`config.mk`:
```
export PLATFORM = sky130hd
export DESIGN_NAME = synch_edge_bank
export DESIGN_NICKNAME = d
export VERILOG_FILES = /design/src/rtl/synch_pkg.sv /design/src/rtl/synch_edge_chan.sv /design/src/rtl/synch_edge_bank.sv
export SDC_FILE = /design/constraint.sdc
export NUM_CORES = 1
export LEC_CHECK = 0
export ABC_AREA = 1
export ABC_CLOCK_PERIOD_IN_PS = 940
export BUFFER_PORTS_ARGS = -buffer_cell sky130_fd_sc_hd__buf_2
export CORE_MARGIN = 2
export CORE_UTILIZATION = 47
export DETAILED_ROUTE_END_ITERATION = 16
export PLACE_DENSITY = 0.72
export SETUP_SLACK_MARGIN = 0.15
export SYNTH_ARGS = -nofsm -noshare
export SYNTH_HDL_FRONTEND = slang
export SYNTH_SLANG_ARGS = --single-unit
```
`constraint.sdc`:
```
create_clock -name clk -period 0.94 [get_ports clk]
set_clock_uncertainty 0.1 [all_clocks]
set_input_delay 0.094 -clock clk [delete_from_list [all_inputs] [get_ports clk]]
set_output_delay 0.094 -clock clk [all_outputs]
set_load 0.1 [all_outputs]
```
`src/rtl/synch_pkg.sv`:
```
// Shared constants and helpers for the synchroniser / edge-detect bank.
// Holds the minimum synchroniser depth, the default debounce length and
// the debounce counter width function used by each channel.
package synch_pkg;

  localparam int STAGES_MIN    = 2;
  localparam int DB_CYCLES_DEF = 16;

  // Width needed to hold values 0..db inclusive.
  function automatic int cnt_width(input int db);
    return $clog2(db + 1);
  endfunction

endpackage

```
`src/rtl/synch_edge_chan.sv`:
```
// One channel: STAGES-deep synchroniser, optional debounce, level register
// and registered rise/fall pulses.
// Latency: STAGES+DB_CYCLES edges with debounce, STAGES+1 edges without.
// Backpressure: none; en_i=0 freezes the level and suppresses pulses only.
// Ports: clk, rst (async active-high), in_i (async raw), en_i,
//        level_o, rise_o, fall_o.
// Optional feature: `define SYNCH_EDGE_DEBOUNCE_EN to compile in debounce.
module synch_edge_chan
  import synch_pkg::*;
#(
  parameter int       STAGES    = STAGES_MIN,
  parameter int       DB_CYCLES = DB_CYCLES_DEF,
  parameter logic     RST_LEVEL = 1'b0
) (
  input  logic clk,
  input  logic rst,
  input  logic in_i,
  input  logic en_i,
  output logic level_o,
  output logic rise_o,
  output logic fall_o
);

  logic [STAGES-1:0] sync_q;
  logic              sync;
  logic              level_q, level_d;
  logic              rise_q, rise_d;
  logic              fall_q, fall_d;

  // Synchroniser keeps sampling regardless of en_i.
  always_ff @(posedge clk or posedge rst) begin
    if (rst) begin
      sync_q <= {STAGES{RST_LEVEL}};
    end else begin
      sync_q <= {sync_q[STAGES-2:0], in_i};
    end
  end

  assign sync = sync_q[STAGES-1];

`ifdef SYNCH_EDGE_DEBOUNCE_EN
  localparam int            CW       = cnt_width(DB_CYCLES);
  localparam logic [CW-1:0] CNT_LAST = CW'(DB_CYCLES - 1);
  localparam logic [CW-1:0] CNT_MAX  = {CW{1'b1}};

  logic [CW-1:0] cnt_q, cnt_d;

  // Count consecutive enabled cycles of mismatch; any match or disable
  // restarts the count, so a re-enable always needs a full DB_CYCLES.
  always_comb begin
    cnt_d   = '0;
    level_d = level_q;
    rise_d  = 1'b0;
    fall_d  = 1'b0;
    if (en_i && (sync != level_q)) begin
      if (cnt_q == CNT_LAST) begin
        level_d = sync;
        rise_d  = sync;
        fall_d  = ~sync;
      end else if (cnt_q != CNT_MAX) begin
        cnt_d = cnt_q + 1'b1;
      end else begin
        cnt_d = cnt_q;
      end
    end
  end

  always_ff @(posedge clk or posedge rst) begin
    if (rst) begin
      cnt_q <= '0;
    end else begin
      cnt_q <= cnt_d;
    end
  end
`else
  always_comb begin
    level_d = level_q;
    rise_d  = 1'b0;
    fall_d  = 1'b0;
    if (en_i) begin
      level_d = sync;
      rise_d  = sync & ~level_q;
      fall_d  = ~sync & level_q;
    end
  end
`endif

  always_ff @(posedge clk or posedge rst) begin
    if (rst) begin
      level_q <= RST_LEVEL;
      rise_q  <= 1'b0;
      fall_q  <= 1'b0;
    end else begin
      level_q <= level_d;
      rise_q  <= rise_d;
      fall_q  <= fall_d;
    end
  end

  assign level_o = level_q;
  assign rise_o  = rise_q;
  assign fall_o  = fall_q;

endmodule

```
`src/rtl/synch_edge_bank.sv`:
```
// Bank of CH independent synchronise / debounce / edge-detect channels.
// Latency: STAGES+DB_CYCLES edges (debounce) or STAGES+1 edges (no debounce).
// Backpressure: none; per-channel en gates level updates and pulses.
// Ports: clk, rst (async active-high), in[CH] (async), en[CH],
//        level[CH], rise[CH], fall[CH].
// Optional feature: `define SYNCH_EDGE_DEBOUNCE_EN to compile in debounce.
module synch_edge_bank
  import synch_pkg::*;
#(
  parameter int   CH        = 4,
  parameter int   STAGES    = STAGES_MIN,
  parameter int   DB_CYCLES = DB_CYCLES_DEF,
  parameter logic RST_LEVEL = 1'b0
) (
  input  logic          clk,
  input  logic          rst,
  input  logic [CH-1:0] in,
  input  logic [CH-1:0] en,
  output logic [CH-1:0] level,
  output logic [CH-1:0] rise,
  output logic [CH-1:0] fall
);

  for (genvar i = 0; i < CH; i++) begin : g_chan
    synch_edge_chan #(
      .STAGES    (STAGES),
      .DB_CYCLES (DB_CYCLES),
      .RST_LEVEL (RST_LEVEL)
    ) u_chan (
      .clk     (clk),
      .rst     (rst),
      .in_i    (in[i]),
      .en_i    (en[i]),
      .level_o (level[i]),
      .rise_o  (rise[i]),
      .fall_o  (fall[i])
    );
  end

endmodule

```
==> run_results.csv <==
group,metric,value,unit
clock_tree,clk_pin_slew,0.10,ns
power_and_ir_drop,switching_share,31.8,%
worst_hold_path,holdPathEnd,"g_chan[0].u_chan.fall_o",
synthesis,synth_edf_count,0,
synthesis,yosys_warnings,0,
global_route,grt.overflow.total,0,
clock_tree,cts_max_level,1,
global_route,use_met2,20.6,%
sta,finalCritPeriodShare,117,%
global_route,grt_pass1_vias,390,
die,die_w,42.6,microns
die,start_util,51.8,%
synthesis,synth_top_area_share,71.6,%
final_layout,fill_cells,78,
drt,vias,440,
power_and_ir_drop,seqPwrFrac,51.5,%
drt,drtIter0Drc,10,
power_and_ir_drop,cellLeakagePower,0.549,nW
die,design.die.area,0.00181,sq mm
power_and_ir_drop,finalPower,1.84,mW
place,place.gp.congestion,0.664,
die,die_h,42.6,microns
critical_path,cp_cell_sequence,"buf_12",
global_route,grt_max_degree,21,
job,drv_cap,0,
final_layout,ff_latch_area,500,sq um
drt,wl_per_cell,10.2,microns
critical_path,cp_slowest_cell,"dfrtp_1",
die,core,0.00135,sq mm
final_layout,areaGrowthSynthToFinish,51.5,%
critical_path,startpoint_type,"flop",
global_route,grt_pass1_wl,1.68,mm
critical_path,crit_family,"flip-flops",
drt,wirelength,1.03,mm
clock_tree,cts.sinks,20,
synthesis,async_flop_share,100,%
synthesis,synth_common_cells,"20 x dfrtp_1, 16 x nand2_1, 12 x buf_4",
drt,final_antenna_net_count,0,
critical_path,cp.arrival,0.90,ns
synthesis,synth.avg_cell_area,11.5,sq um
synthesis,synth_cell_type_count,5,
global_route,grt_most_used_layer,"met2",
critical_path,r2r-end,"g_chan[3].u_chan.level_o",
worst_hold_path,hold_start,"en[0]",
critical_path,cp_max_fo,2,
global_route,gr-usage-met3,4.31,%
clock_tree,cts.path.max_buffers,2,
critical_path,rrSetupSlack,-0.04,ns
synthesis,synth_ff_type,"dfrtp_1",
sta,tightest_slew,0.242,ns
sta,rsz0062_at_grt,"true",
critical_path,crit_required,0.75,ns
clock_tree,cts_buffers,3,
synthesis,synth_area_leaders,"dfrtp_1 72%, buf_4 13%, nand2_1 8.6%",
synthesis,syn_nets,71,
global_route,use_met1,15.4,%
status,violations,"hold timing, setup timing",
clock_tree,cts-hold-fix-buffers,7,
drt,drc,0,
place,post-place-ws,0.127,ns
power_and_ir_drop,irDropWorstVdd,1.40,mV
critical_path,r2r-start,"g_chan[3].u_chan.level_o",
sta,fin_crit,1.10,ns
die,ios,22,
power_and_ir_drop,comb_power_share,27.8,%
final_layout,drive_above_1_share,37.2,%
final_layout,nets,98,
critical_path,cp-end-kind,"output pin",
global_route,track_usage,13.3,%
drt,via_per_inst,4.36,
sta,drv_slew,0,
synthesis,netlist_area,699,sq um
sta,setup_ws,-0.158,ns
critical_path,rr_worst_depth,4,
synthesis,synthCells,61,
sta,slew_headroom,83.9,%
synthesis,yosysSeqAreaShare,71.6,%
power_and_ir_drop,p_per_area,1730,mW/mm^2
synthesis,synth_top_area_cell,"dfrtp_1",
final_layout,multi_input_area,95.1,sq um
final_layout,num_antenna_cells,0,
sta,final_hold_viol_count,6,
synthesis,synth.most_common_cell,"dfrtp_1",
status,outcome,"complete, but fails checks",
final_layout,instances_no_fill,101,
synthesis,ys_ff_latch,20,
critical_path,critical_path_buf_inv_count,1,
critical_path,crit_type,"reg -> out",
power_and_ir_drop,pwr-share-clk,20.7,%
global_route,antenna_found_initial,0,
place,dp_cells,86,
clock_tree,cts_tree,"done",
power_and_ir_drop,p_switching,584,uW
clock_tree,cts_root_buf,"clkbuf_4",
worst_hold_path,hold_class,"in -> reg",
place,hpwl,657,microns
drt,first_pass_iters,3,
power_and_ir_drop,intPower,1.25,mW
sta,whs,-0.0575,ns
sta,finalSetupViolCount,14,
clock_tree,insertion_delay,0.29,ns
sta,max_freq,0.911,GHz
critical_path,max_stage_delay,0.43,ns
die,fp-row-count,13,
worst_hold_path,min_path_cells,3,
place,io_buffers,21,
## cell usage in the layout (no fill, tap or decap), drive strengths merged
master and count:
nand2 16, nor2 8, buf 27, dlygate4sd3 7
inv 5, clkbuf 3, dfrtp 20
## stage by stage
stage	TNS (ns)	utilization, %	area (sq um)
global placement	0	68.2	921
floorplan	0	-	729
global route	-2.07	78.5	1060
detailed placement	0	68.2	921
CTS	-1.67	77.3	1040
finish	-1.62	78.5	1060
## layout make-up
| cell class | instances | area share [%] |
|---|---|---|
| sequential | 20 | 47.2 |
| timing repair buffer | 34 | 38.1 |
| multi-input combinational | 24 | 8.97 |
| clock buffer | 3 | 2.13 |
| inverter | 5 | 1.77 |
| tap | 15 | 1.77 |
## power groups by stage
stage / Clock (mW) / Combinational [mW] / Sequential, mW
5_1_grt: 0.427 / 0.532 / 0.951
3_3_place_gp: 0 / 0.443 / 0.966
2_1_floorplan: 0 / 0.351 / 0.951
3_5_place_dp: 0 / 0.448 / 0.970
4_1_cts: 0.396 / 0.500 / 0.946
6_report: 0.381 / 0.511 / 0.945
## repair_timing
item,CTS,global route
gates resized for setup,0,3
endpoints found under the setup margin,13,24
endpoints found under the hold margin,36,5
setup buffers,4,1
## how the worst max path moves through the flow
| stage | cells after the start | endpoint | slack [ns] | startpoint |
|---|---|---|---|---|
| 6_report | 1 | level[3] | -0.16 | g_chan[3].u_chan.level_o |
| 5_1_grt | 1 | level[3] | -0.18 | g_chan[3].u_chan.level_o |
| 3_3_place_gp | 1 | level[0] | 0.15 | g_chan[0].u_chan.level_o |
| 4_1_cts | 1 | level[3] | -0.16 | g_chan[3].u_chan.level_o |
| 3_5_place_dp | 1 | level[3] | 0.13 | g_chan[3].u_chan.level_o |
| 2_1_floorplan | 1 | level[1] | 0.16 | g_chan[1].u_chan.level_o |
## cell families (layout without fill, tap and decap cells)
group	Yosys count	in the layout	synth area share (%)
DFF	20	20	71.6
and+or+nand+nor	24	24	12.9
buffers and inverters	17	42	15.6
## flip-flops by register name, summed over array words and instances, names as in the netlist
register	cells
g_chan.u_chan.sync_q	8
g_chan.u_chan.fall_o	4
g_chan.u_chan.level_o	4
g_chan.u_chan.rise_o	4
## layer usage
| layer | wire [microns] | vias up | part of all wire [%] |
|---|---|---|---|
| li1 | - | 219 | - |
| met5 | 0 | - | 0 |
| met1 | 430 | 201 | 42 |
| met2 | 519 | 18 | 50 |
| met4 | 8 | 0 | 0.77 |
| met3 | 74 | 2 | 7.2 |
(Power assumes the default switching activity.)
